===== config.mk =====
export PLATFORM = sky130hd
export DESIGN_NAME = axis_uart_rx_wrapper
export DESIGN_NICKNAME = d
export VERILOG_FILES = /design/src/rtl/uart_pkg.sv /design/src/rtl/axis_sync_fifo.sv /design/src/rtl/axis_uart_rx_wrapper.sv
export SDC_FILE = /design/constraint.sdc
export NUM_CORES = 1
export LEC_CHECK = 0
export ABC_AREA = 1
export BUFFER_PORTS_ARGS = -buffer_cell sky130_fd_sc_hd__clkbuf_2
export CORE_UTILIZATION = 60
export CTS_CLUSTER_SIZE = 25
export DETAILED_ROUTE_END_ITERATION = 7
export HOLD_SLACK_MARGIN = 0.06
export PLACE_DENSITY = 0.87
export SYNTH_ARGS = -nofsm -noshare
export SYNTH_HDL_FRONTEND = slang
export SYNTH_SLANG_ARGS = --single-unit

===== constraint.sdc =====
create_clock -name clk -period 7.4 [get_ports clk]
set_input_delay 0.37 -clock clk [delete_from_list [all_inputs] [get_ports clk]]
set_output_delay 0.37 -clock clk [all_outputs]
set_load 0.005 [all_outputs]

===== src/rtl/uart_pkg.sv =====
// Shared UART definitions: receiver state encoding, frame width, counter sizing.
// Latency: n/a (package only).
// Backpressure: n/a.
package uart_pkg;

    // Data bits per 8N1 frame.
    localparam int UART_DATA_BITS = 8;

    // Receiver FSM states.
    typedef enum logic [2:0] {
        IDLE  = 3'd0,
        START = 3'd1,
        DATA  = 3'd2,
        STOP  = 3'd3,
        BREAK = 3'd4
    } uart_rx_state_t;

    // Width of a counter that must hold 0..div-1; at least one bit.
    function automatic int uart_cnt_width(input int div);
        if (div <= 2) begin
            return 1;
        end
        return $clog2(div);
    endfunction

endpackage


===== src/rtl/axis_sync_fifo.sv =====
// Synchronous show-ahead FIFO, 2**ADDR_W entries, wrap-bit pointers.
// Latency: a write is visible at rd_data/!empty the cycle after wr_en.
// Backpressure: writes while full are ignored unless a read frees the slot in the same cycle.
//
// Ports:
//   clk, rst            clock, asynchronous active-high reset
//   wr_en, wr_data      write request and data
//   full                no free slot (pointers differ only in the MSB)
//   rd_en, rd_data      pop request; rd_data shows the head (0 when empty)
//   empty, count        pointers equal; current occupancy 0..2**ADDR_W
module axis_sync_fifo #(
    parameter int WIDTH  = 8,
    parameter int ADDR_W = 4
) (
    input  logic              clk,
    input  logic              rst,
    input  logic              wr_en,
    input  logic [WIDTH-1:0]  wr_data,
    output logic              full,
    input  logic              rd_en,
    output logic [WIDTH-1:0]  rd_data,
    output logic              empty,
    output logic [ADDR_W:0]   count
);

    localparam int DEPTH = 2 ** ADDR_W;
    localparam logic [ADDR_W:0] PTR_ONE = {{ADDR_W{1'b0}}, 1'b1};

    logic [WIDTH-1:0] mem_q [DEPTH];
    logic [WIDTH-1:0] mem_d [DEPTH];
    logic [ADDR_W:0]  wr_ptr_q, wr_ptr_d;
    logic [ADDR_W:0]  rd_ptr_q, rd_ptr_d;
    logic             rd_ok;
    logic             wr_ok;

    assign empty = (wr_ptr_q == rd_ptr_q);
    assign full  = (wr_ptr_q[ADDR_W] != rd_ptr_q[ADDR_W]) &&
                   (wr_ptr_q[ADDR_W-1:0] == rd_ptr_q[ADDR_W-1:0]);
    assign count = wr_ptr_q - rd_ptr_q;

    // Head is forced to zero when empty so the output never shows stale data.
    assign rd_data = empty ? '0 : mem_q[rd_ptr_q[ADDR_W-1:0]];

    // When full, a simultaneous pop frees the slot the write lands in.
    assign rd_ok = rd_en && !empty;
    assign wr_ok = wr_en && (!full || rd_ok);

    always_comb begin
        mem_d    = mem_q;
        wr_ptr_d = wr_ptr_q;
        rd_ptr_d = rd_ptr_q;
        if (wr_ok) begin
            mem_d[wr_ptr_q[ADDR_W-1:0]] = wr_data;
            wr_ptr_d = wr_ptr_q + PTR_ONE;
        end
        if (rd_ok) begin
            rd_ptr_d = rd_ptr_q + PTR_ONE;
        end
    end

    always_ff @(posedge clk or posedge rst) begin
        if (rst) begin
            wr_ptr_q <= '0;
            rd_ptr_q <= '0;
            for (int i = 0; i < DEPTH; i++) begin
                mem_q[i] <= '0;
            end
        end else begin
            wr_ptr_q <= wr_ptr_d;
            rd_ptr_q <= rd_ptr_d;
            mem_q    <= mem_d;
        end
    end

endmodule


===== src/rtl/axis_uart_rx_wrapper.sv =====
// 8N1 UART receiver feeding an AXI-Stream master through a 2**RX_SIZE FIFO.
// Latency: byte written to FIFO the cycle after the mid-stop sample; o_tvalid one cycle later.
// Backpressure: o_tready stalls the FIFO head; a full FIFO drops new bytes and pulses o_overrun.
//
// Ports:
//   clk, rst            system clock, asynchronous active-high reset
//   rx                  serial line (asynchronous, idle high)
//   o_tdata/o_tvalid    FIFO head and non-empty flag
//   o_tready            consumer accept
//   o_frame_err         1-cycle pulse when the stop bit is sampled low
//   o_overrun           1-cycle pulse when a good byte is dropped on a full FIFO
//   o_count             FIFO occupancy
module axis_uart_rx_wrapper
    import uart_pkg::*;
#(
    parameter int RX_SIZE   = 4,
    parameter int clkdiv_rx = 50
) (
    input  logic               clk,
    input  logic               rst,
    input  logic               rx,
    output logic [7:0]         o_tdata,
    output logic               o_tvalid,
    input  logic               o_tready,
    output logic               o_frame_err,
    output logic               o_overrun,
    output logic [RX_SIZE:0]   o_count
);

    localparam int CNT_W = uart_cnt_width(clkdiv_rx);
    localparam int BIT_W = $clog2(UART_DATA_BITS);
    localparam logic [CNT_W-1:0] DIV_LAST  = CNT_W'(clkdiv_rx - 1);
    localparam logic [CNT_W-1:0] HALF_LAST = CNT_W'(clkdiv_rx / 2 - 1);
    localparam logic [CNT_W-1:0] CNT_ONE   = CNT_W'(1);
    localparam logic [BIT_W-1:0] BIT_LAST  = BIT_W'(UART_DATA_BITS - 1);
    localparam logic [BIT_W-1:0] BIT_ONE   = BIT_W'(1);

    // Synchronizer and edge history
    logic                       rx_meta_q, rx_meta_d;
    logic                       rx_s_q, rx_s_d;
    logic                       rx_prev_q, rx_prev_d;
    logic [1:0]                 warm_q, warm_d;

    // Receiver datapath
    uart_rx_state_t             state_q, state_d;
    logic [CNT_W-1:0]           baud_cnt_q, baud_cnt_d;
    logic [BIT_W-1:0]           bit_cnt_q, bit_cnt_d;
    logic [UART_DATA_BITS-1:0]  shift_q, shift_d;
    logic                       wr_req_q, wr_req_d;
    logic [UART_DATA_BITS-1:0]  wr_dat_q, wr_dat_d;
    logic                       frame_err_q, frame_err_d;

    logic                       fall_edge;
    logic                       fifo_full;
    logic                       fifo_empty;
    logic                       rd_en;

    // The sync flops come out of reset high, so edge history is only trusted
    // once real line samples have reached both rx_s and rx_prev (3 cycles).
    // A line already low at reset release therefore never looks like a start.
    assign fall_edge = (warm_q == 2'd3) && rx_prev_q && !rx_s_q;

    always_comb begin
        rx_meta_d   = rx;
        rx_s_d      = rx_meta_q;
        rx_prev_d   = rx_s_q;
        warm_d      = (warm_q == 2'd3) ? warm_q : warm_q + 2'd1;

        state_d     = state_q;
        baud_cnt_d  = baud_cnt_q;
        bit_cnt_d   = bit_cnt_q;
        shift_d     = shift_q;
        wr_req_d    = 1'b0;
        wr_dat_d    = wr_dat_q;
        frame_err_d = 1'b0;

        case (state_q)
            IDLE: begin
                baud_cnt_d = '0;
                bit_cnt_d  = '0;
                if (fall_edge) begin
                    state_d = START;
                end
            end

            START: begin
                // Re-check the line at mid start bit to reject glitches.
                if (baud_cnt_q == HALF_LAST) begin
                    baud_cnt_d = '0;
                    bit_cnt_d  = '0;
                    state_d    = rx_s_q ? IDLE : DATA;
                end else begin
                    baud_cnt_d = baud_cnt_q + CNT_ONE;
                end
            end

            DATA: begin
                if (baud_cnt_q == DIV_LAST) begin
                    baud_cnt_d = '0;
                    shift_d    = {rx_s_q, shift_q[UART_DATA_BITS-1:1]};
                    bit_cnt_d  = bit_cnt_q + BIT_ONE;
                    if (bit_cnt_q == BIT_LAST) begin
                        state_d = STOP;
                    end
                end else begin
                    baud_cnt_d = baud_cnt_q + CNT_ONE;
                end
            end

            STOP: begin
                // Leaving at mid-stop gives half a bit to catch a back-to-back start edge.
                if (baud_cnt_q == DIV_LAST) begin
                    baud_cnt_d = '0;
                    if (rx_s_q) begin
                        wr_req_d = 1'b1;
                        wr_dat_d = shift_q;
                        state_d  = IDLE;
                    end else begin
                        frame_err_d = 1'b1;
                        state_d     = BREAK;
                    end
                end else begin
                    baud_cnt_d = baud_cnt_q + CNT_ONE;
                end
            end

            BREAK: begin
                // Wait out a held-low line so it reports only one framing error.
                if (rx_s_q) begin
                    state_d = IDLE;
                end
            end

            default: begin
                state_d = IDLE;
            end
        endcase
    end

    always_ff @(posedge clk or posedge rst) begin
        if (rst) begin
            rx_meta_q   <= 1'b1;
            rx_s_q      <= 1'b1;
            rx_prev_q   <= 1'b1;
            warm_q      <= 2'd0;
            state_q     <= IDLE;
            baud_cnt_q  <= '0;
            bit_cnt_q   <= '0;
            shift_q     <= '0;
            wr_req_q    <= 1'b0;
            wr_dat_q    <= '0;
            frame_err_q <= 1'b0;
        end else begin
            rx_meta_q   <= rx_meta_d;
            rx_s_q      <= rx_s_d;
            rx_prev_q   <= rx_prev_d;
            warm_q      <= warm_d;
            state_q     <= state_d;
            baud_cnt_q  <= baud_cnt_d;
            bit_cnt_q   <= bit_cnt_d;
            shift_q     <= shift_d;
            wr_req_q    <= wr_req_d;
            wr_dat_q    <= wr_dat_d;
            frame_err_q <= frame_err_d;
        end
    end

    assign rd_en = o_tready && !fifo_empty;

    axis_sync_fifo #(
        .WIDTH  (UART_DATA_BITS),
        .ADDR_W (RX_SIZE)
    ) u_fifo (
        .clk     (clk),
        .rst     (rst),
        .wr_en   (wr_req_q),
        .wr_data (wr_dat_q),
        .full    (fifo_full),
        .rd_en   (rd_en),
        .rd_data (o_tdata),
        .empty   (fifo_empty),
        .count   (o_count)
    );

    assign o_tvalid    = !fifo_empty;
    assign o_frame_err = frame_err_q;
    // A pop in the same cycle frees the slot, so only a non-popping full FIFO drops.
    assign o_overrun   = wr_req_q && fifo_full && !rd_en;

endmodule


After elaboration in Yosys (flattened, before gate mapping) --
Cells that the tools add are included.
Storage, ports and cells: register bits 173, input bits 4, output and inout bits 16, word-level logic and storage cells 107
Cells by class: add/sub/neg operators 6, $lt $le $gt $ge 3, equal/unequal tests 17, mux-type cells 28, bitwise logic cells 2, reduce and logical (&&, ||, !) cells 22
Operators with widths (number):
- 128-bit bitwise mux | 1
- 8-bit binary-select mux with 4-bit select | 1
- 8-bit demux with 4-bit select | 1
- 8-bit two-way mux | 4
- 3-bit two-way mux | 9
- 6-bit case mux with 3 select lines | 1
- 3-bit case mux with 5 select lines | 1
- 6-bit two-way mux | 2
- 2-bit inequality test (second input constant) | 6
- 5-bit by 1-bit adder with 5-bit output (second input constant) | 2
- 5-bit greater-or-equal comparator (second input constant) | 2
- 4-bit inverter with 5-bit output | 2
- 1-bit logical AND | 9
- 3-bit case mux with 3 select lines | 1
- 6-bit by 1-bit adder with 6-bit output (second input constant) | 1
- 3-bit by 2-bit == test with 1-bit output (second input constant) | 2
- 3-bit == test (second input constant) | 2
- 6-bit by 5-bit == test with 1-bit output (second input constant) | 1
- 6-bit == test (second input constant) | 1
- 1-bit two-way mux | 6
- 3-bit AND reduction | 2
- 6-bit AND reduction | 1
- 3-bit nonzero test | 2
- 5-bit == test | 1
- other kinds (14) | 17

Logic depth before layout (Yosys ltp) --
Gate-level depths: netlist of the first run.
depth in word-level cells 6, gate-level depth with buffers 12, gate-level depth less buffers 9

Cells and area by module --
Synthesis of the first run repeated with hierarchy kept, for this count alone.
Unflattened totals: cells, all modules 1129, area, all modules 8893.5 sq um
By module, submodules not included:
- axis_sync_fifo | instances 1, cells each 943, area each 7176.9 sq um, seq. area each 3453.3 sq um
- axis_uart_rx_wrapper | instances 1, cells each 186, area each 1716.6 sq um, seq. area each 879.6 sq um

Worst setup path after synthesis of the first run --
Ideal clock, no wire load.
path kind reg2out, start point reg u_fifo.rd_ptr_q[1], end point out o_tdata[0], arrival time 1.975 ns, data required time 7.030 ns, setup slack 5.055 ns, cell stages (with the launch flop) 10, buffers on the path 2, path through dfrtp_1 > clkbuf_1 > clkinv_1 > clkbuf_1 > ha_1 > nand2_1 > nor2_1 > nand2_1 > inv_1 > a21oi_1
On the way: cells in the longest elaborated chain, start to end 5
Ends and longest elaborated chain:
- start: declaration | RTL line axis_sync_fifo.sv:32 | logic [ADDR_W:0] rd_ptr_q, rd_ptr_d;
- start signal: assignment | RTL line axis_sync_fifo.sv:70 | rd_ptr_q <= rd_ptr_d;
- 4-bit inverter with 5-bit output (not written as such) | RTL line axis_sync_fifo.sv:42 | assign rd_data = empty ? '0 : mem_q[rd_ptr_q[ADDR_W-1:0]];
- 8-bit binary-select mux with 4-bit select | RTL line axis_sync_fifo.sv:42
- 8-bit two-way mux (not written as such) (2 in series) | RTL line axis_sync_fifo.sv:42
- 8-bit two-way mux (*) | RTL line axis_sync_fifo.sv:42
- end: declaration | RTL line axis_uart_rx_wrapper.sv:22 | output logic [7:0] o_tdata,
Mark *: on every way between the ends. The rest lies on a longest branch, timed or not. The select of a mux whose other input is x is not followed.

Final worst setup path of the first run --
start point reg u_fifo.rd_ptr_q[2], end point out o_tdata[4]
The elaborated chain is that of the path after synthesis.

==> flow_metrics.py, run 1 <==
metrics = {
    "power_and_ir_drop": {
        "p_leak_nw": 4.60,
        "p_sw_w": 0.000971,
        "ir_drop_v": 0.000187,
        "power_density_nw_per_um2": 294,
        "pwr-share-comb_pct": 29.3,
        "total_power_w": 0.00282,
        "swShare_pct": 34.4,
        "clockPowerShare_pct": 34.8,
        "intPower_w": 0.00185,
        "seq_power_share_pct": 35.9,
    },
    "setup_path": {
        "crit_path_max_incr_delay_ns": 0.64,
        "path_max_fanout": 12,
        "end_kind": "output port",
        "required_ns": 7.03,
        "cp_slowest_cell": "dfrtp_1",
        "crit_top_cell": "nand2_1",
        "path_class": "reg2out",
        "crit_buf_inv": 3,
        "cp_cell_sequence": "inv_2 > ha_1 > nand2_1 > nor2_1 > nand2_1 > inv_1 > a21oi_1 > clkbuf_2",
        "crit_arrival_ns": 2.82,
        "worst_setup_path_start_kind": "flip-flop",
        "cp_top_family": "flip-flops",
    },
    "logic_synthesis": {
        "yosysWarnings": 0,
        "synthesis.nets": 1137,
        "synth_seq_cells": 173,
        "avgSynthCellArea_sq_um": 8.01,
        "synth_cell_types": 39,
        "seq_area_frac_synth_pct": 48.4,
        "synth_area_sq_um": 8950,
        "netlist_instances": 1117,
    },
    "clocking": {
        "clock_path_buffers": 2,
        "root_buffer": "clkbuf_16",
        "cts_made_buffers": 17,
        "htreeDepth": 4,
        "path_clk_slew_ns": 0.06,
        "clk_latency_ns": 0.44,
        "cts.sinks": 173,
        "cts_tree": "done",
        "cts_setup_buffers": 0,
        "ctsResizeCount": 0,
    },
    "floorplan": {
        "core_area_sq_um": 14500,
        "die_h_um": 124,
        "num_rows": 44,
        "ios": 20,
        "die_area_sq_um": 15400,
        "start_util_pct": 61.6,
        "die_x_um": 124,
    },
    "global_route": {
        "grt_pass1_vias": 6812,
        "antenna_found_initial": 0,
        "grt_max_degree": 102,
        "grt_usage_pct": 29.0,
        "grt_pass1_wl_um": 33600,
        "overflow": 0,
    },
    "cells_and_area": {
        "final_net_count": 1129,
        "syn_to_final_growth_pct": 7.38,
        "layout.cells.non_filler": 1306,
        "final_layout_size_suffix_gt1_share_pct": 11.2,
        "n_antenna_cell": 0,
    },
    "placed_design": {
        "port_buffers": 19,
        "dp_hpwl_um": 12400,
        "gp_congestion": 0.899,
        "dp_cells": 1273,
    },
    "timing": {
        "fin_crit_ns": 3.19,
        "period_share_pct": 43.1,
        "slew_violations": 0,
        "rsz0062_at_grt": "no",
        "finalHoldViolCount": 0,
        "maxSlewHeadroom_pct": 21.6,
        "tightest_slew_ns": 1.17,
        "clock_skew_ns": 0.00939,
        "setup_tns_ns": 0,
        "timing.fmax_mhz": 314,
        "setup_viol": 0,
    },
    "route": {
        "vias": 7272,
        "via_per_inst": 5.57,
        "drt-total-wl_um": 20200,
        "drtPass1Iterations": 5,
        "detail_route.wl_per_cell_um": 15.5,
        "drc_errors": 0,
        "postRouteAntennaNets": 0,
        "drt_iter0_markers": 765,
    },
    "run": {
        "cap_violations": 0,
    },
    "worst_hold_path": {
        "worstHoldPathType": "in2async",
    },
    "run_status": {
        "outcome": "completed",
    },
}
## layout by cell type (no fill, tap or decap), types with 2 or more instances in the layout
cell,n
o21ai_2,40
dfstp_2,3
clkinv_1,2
nor2_1,27
clkinv_4,3
clkbuf_1,3
clkinv_2,2
xor2_1,8
nor3_1,2
inv_1,132
xnor2_1,3
dfrtp_1,169
bufinv_16,5
inv_2,3
ha_1,15
nand3_1,93
clkbuf_8,2
o21ai_0,115
clkbuf_2,19
a21oi_1,14
nand4_1,4
nand2_1,401
nand2_2,10
clkbuf_16,17
nand3_4,8
buf_4,5
## worst reg2reg max path, cell delays in order, from the launching register on
cell and delay [ns]:
dfrtp_2 0.37, buf_4 0.56, ha_1 0.40, nand2_1 0.08, nor2_1 0.09, nand2_4 0.31
nand3_1 0.51, nand2_1 0.26, o21ai_0 0.15
## final timing paths
kind                                          from            endpoint  slack (ns)  depth (start not counted)
worst max-delay path            u_fifo.rd_ptr_q[2]          o_tdata[4]        4.21                          8
worst min-delay path                           rst    u_fifo.mem_q[61]        0.13                          2
worst max register to register  u_fifo.rd_ptr_q[0]    u_fifo.mem_q[95]        4.50                          8
worst min register to register           rx_meta_q           rx_prev_d        0.35                          0
max in group asynchronous                      rst   u_fifo.mem_q[113]        5.80                          3
min in group clk                          o_tready  u_fifo.rd_ptr_q[3]        0.26                          3
## metrics by stage
step           area [sq um]  utilization, %  setup WS [ns]  hold slack, ns
2_1_floorplan          8950               -           2.35           0.345
3_3_place_gp           8950            61.6           4.77           0.346
3_5_place_dp           8950            61.6           4.70           0.347
4_1_cts                9610            66.1           4.27           0.159
5_1_grt                9610            66.1           4.11           0.209
6_report               9610            66.1           4.21           0.128
## what timing repair did
| item | in CTS | in global routing |
|---|---|---|
| endpoints found under the hold margin | 1 | 0 |
| hold buffers | 1 | 0 |
| setup endpoints to repair | 0 | 0 |
## power groups by stage
stage	clock network, W	registers (W)	logic, W
2_1_floorplan	0	0.00102	0.000585
3_3_place_gp	0	0.00103	0.000789
3_5_place_dp	0	0.00103	0.000802
4_1_cts	0.000995	0.00101	0.000812
5_1_grt	0.00103	0.00102	0.000917
6_report	0.000982	0.00101	0.000826
## flip-flops by register name, indices dropped and copies added, names as in the netlist
register and cells:
u_fifo.mem_q 128, shift_q 8, wr_dat_q 8, baud_cnt_q 6, u_fifo.rd_ptr_q 5, u_fifo.wr_ptr_q 5, bit_cnt_q 3, state_q 3
warm_q 2, o_frame_err 1, rx_meta_q 1, rx_prev_d 1, rx_prev_q 1, wr_req_q 1
## layout make-up
class	count	area [sq um]
fill	1100	4920
sequential	173	4330
multi-input combinational	754	3730
inverter	138	523
clock buffer	22	464
tap	184	230
clock inverter	10	186
timing repair buffer	25	143
## Yosys cell counts (all sizes together)
cell type,instances,area share [%]
nand2,413,18
dfrtp,170,48
o21ai,156,10
inv,136,5.7
nand3,101,6.8
buf,32,3.3
nor2,29,1.3
clkbuf,20,0.85
ha,15,2.1
a21oi,14,0.78
xor2,8,0.78
nand4,4,0.28
xnor2,4,0.48
dfstp,3,0.88
clkinv,2,0.084
nor3,2,0.11
a31oi,1,0.070
and2,1,0.070
fa,1,0.22
mux2,1,0.13
nand3b,1,0.084
nor3b,1,0.084
nor4,1,0.070
or2,1,0.070
## metal layers
metal	global-route usage, %	part of all wire [%]
met1	37.7	43
met2	46.7	47
met3	7.05	6.6
met4	11.8	2.9
met5	0	0
## logic make-up after synthesis
family / synth area share (%)
muxes: 0.126
DFF: 48.4
and+or+nand+nor: 26.7
xor gates and xnor gates: 1.26
AOI/OAI and AO/OA: 11.3
buffers and inverters: 9.91
adders and majority gates: 2.32
Note: power is estimated with default switching activity, not from simulation.
==> inputs of run 2 (changes only) <==
--- a/config.mk
+++ b/config.mk
@@ -7,11 +7,11 @@
 export LEC_CHECK = 0
 export ABC_AREA = 1
 export BUFFER_PORTS_ARGS = -buffer_cell sky130_fd_sc_hd__clkbuf_2
-export CORE_UTILIZATION = 60
+export CORE_UTILIZATION = 57
 export CTS_CLUSTER_SIZE = 25
 export DETAILED_ROUTE_END_ITERATION = 7
 export HOLD_SLACK_MARGIN = 0.06
-export PLACE_DENSITY = 0.87
+export PLACE_DENSITY = 0.86
 export SYNTH_ARGS = -nofsm -noshare
 export SYNTH_HDL_FRONTEND = slang
 export SYNTH_SLANG_ARGS = --single-unit
==> constraint.sdc (replaced) <==
create_clock -name clk -period 2.9 [get_ports clk]
set_input_delay 0.145 -clock clk [delete_from_list [all_inputs] [get_ports clk]]
set_output_delay 0.145 -clock clk [all_outputs]
set_load 0.005 [all_outputs]
==> flow_metrics.py, run 2 (same netlist as run 1, synthesis figures left out) <==
metrics = {
    "run_status": {
        "outcome": "completed",
    },
    "cells_and_area": {
        "seqCellArea_sq_um": 4340,
        "reg_top3": "u_fifo.mem_q x128, shift_q x8, wr_dat_q x8",
        "top_register": "u_fifo.mem_q",
        "n_antenna_cell": 0,
        "layout_commonest_cell": "nand2_1",
        "syn_to_final_growth_pct": 7.49,
        "largest_reg_flops": 128,
        "multiInputGateArea_sq_um": 3740,
        "layout.cells.non_filler": 1337,
        "final_cell_mix": "401 x nand2_1, 168 x dfrtp_1, 132 x inv_1, 115 x o21ai_0, 92 x nand3_1",
        "final_layout_size_suffix_gt1_share_pct": 11.5,
        "n_fill_cell": 1225,
        "final_net_count": 1133,
    },
    "placed_design": {
        "dp_hpwl_um": 12600,
        "dp_cells": 1302,
        "port_buffers": 19,
        "gp_congestion": 0.955,
    },
    "setup_path": {
        "crit_buf_inv": 4,
        "r2r_start": "u_fifo.rd_ptr_q[2]",
        "path_max_fanout": 38,
        "crit_start": "u_fifo.rd_ptr_q[0]",
        "crit_top_cell": "nand2_1",
        "cp_slowest_cell": "dfrtp_2",
        "required_ns": 2.76,
        "end_kind": "output port",
        "worst_setup_path_start_kind": "flip-flop",
        "path_class": "reg2out",
        "crit_arrival_ns": 2.54,
        "cp_cell_sequence": "inv_2 > buf_12 > nand2_1 > nand3_1 > nand2_1 > nand2_1 > nand2_1 > inv_1 > a21oi_1 > clkbuf_2",
        "crit_path_max_incr_delay_ns": 0.63,
        "cp_top_family": "buffers and inverters",
    },
    "clocking": {
        "path_clk_slew_ns": 0.07,
        "cts_made_buffers": 17,
        "htreeDepth": 4,
        "cts.sinks": 173,
        "clock_path_buffers": 2,
        "root_buffer": "clkbuf_16",
        "cts_tree": "done",
        "clk_latency_ns": 0.44,
        "cts_setup_buffers": 0,
    },
    "global_route": {
        "grt_pass1_wl_um": 33300,
        "grt_max_degree": 174,
        "grt_usage_pct": 26.5,
        "overflow": 0,
        "grt_pass1_vias": 6736,
        "antenna_found_initial": 0,
    },
    "timing": {
        "rsz0062_at_grt": "no",
        "tightest_slew_ns": 1.04,
        "maxSlewHeadroom_pct": 30.9,
        "fin_crit_ns": 2.69,
        "finalHoldViolCount": 0,
        "clock_skew_ns": 0.0141,
        "setup_viol": 0,
        "timing.fmax_mhz": 372,
        "period_share_pct": 92.6,
        "slew_violations": 0,
        "setup_tns_ns": 0,
    },
    "floorplan": {
        "start_util_pct": 58.7,
        "num_rows": 45,
        "die_x_um": 127,
        "core_area_sq_um": 15300,
        "die_h_um": 127,
        "ios": 20,
        "die_area_sq_um": 16200,
    },
    "worst_hold_path": {
        "hold_path.startpoint": "rx",
        "worstHoldPathType": "in2reg",
    },
    "route": {
        "via_per_inst": 5.40,
        "drc_errors": 0,
        "postRouteAntennaNets": 0,
        "detail_route.wl_per_cell_um": 15.0,
        "drt_iter0_markers": 898,
        "drt-total-wl_um": 20000,
        "vias": 7223,
        "drtPass1Iterations": 6,
    },
    "power_and_ir_drop": {
        "power_density_nw_per_um2": 720,
        "p_leak_nw": 4.56,
        "ir_drop_v": 0.000610,
    },
    "run": {
        "cap_violations": 0,
    },
}
==> run 2: changes by cell type in the layout (fill, tap and decap cells not counted), moves of 2 or more <==
cell           before  now
bufinv_16           5    1
inv_6               1    3
dlygate4sd3_1       1    3
buf_12              0    2
clkinv_4            3    1
clkinvlp_4          0    5
==> run 2: area by class of cell <==
cell class              count  area share [%]
multi-input cells         754            38.8
well taps                 211            2.74
clock buffers              21            4.68
inverters                 138            5.42
clock inverters            11            1.16
flip-flops and latches    173            45.1
repair buffers             29            2.11
==> run 2: report_power, final <==
group | leakage, nW | switching (W) | internal (W)
Combinational | 1.94 | 0.00142 | 0.000696
Clock | 0.263 | 0.000970 | 0.00122
Sequential | 2.36 | 0.000142 | 0.00248
==> run 2: path summary, 6_finish.rpt <==
kind / slack (ns) / depth (start not counted) / end
worst max-delay path: 0.21 / 10 / o_tdata[3]
worst min-delay path: 0.35 / 2 / rx_meta_q
worst max register to register: 0.36 / 8 / u_fifo.mem_q[92]
worst min register to register: 0.36 / 0 / rx_prev_d
max in group asynchronous: 1.57 / 4 / u_fifo.rd_ptr_q[0]
min in group asynchronous: 0.42 / 4 / u_fifo.mem_q[6]
==> run 2: per-stage QoR <==
step	power [W]	setup WS (ns)	hold slack, ns	utilization [%]	instance area (sq um)
after floorplan	0.00409	0.547	0.149	-	8950
after global placement	0.00467	0.447	0.233	59.1	9020
after detailed placement	0.00472	0.303	0.234	59.1	9020
after CTS	0.00692	0.180	0.328	63.0	9620
after global routing	0.00727	0.00520	0.344	63.1	9620
final	0.00693	0.214	0.347	63.1	9620
==> run 2: repair_timing <==
action	in CTS	in global routing
resized for setup	0	2
setup endpoints to repair	0	4
endpoints found under the hold margin	135	0
hold buffers	3	0
==> run 2: layer usage <==
metal  track usage [%]  up-vias  wire length, um
met4              9.94        0              460
met3              5.03       36             1150
met2              42.8      243             9570
li1                  -     3506                -
met1              35.5     3438             8850
met5                 0        -                0
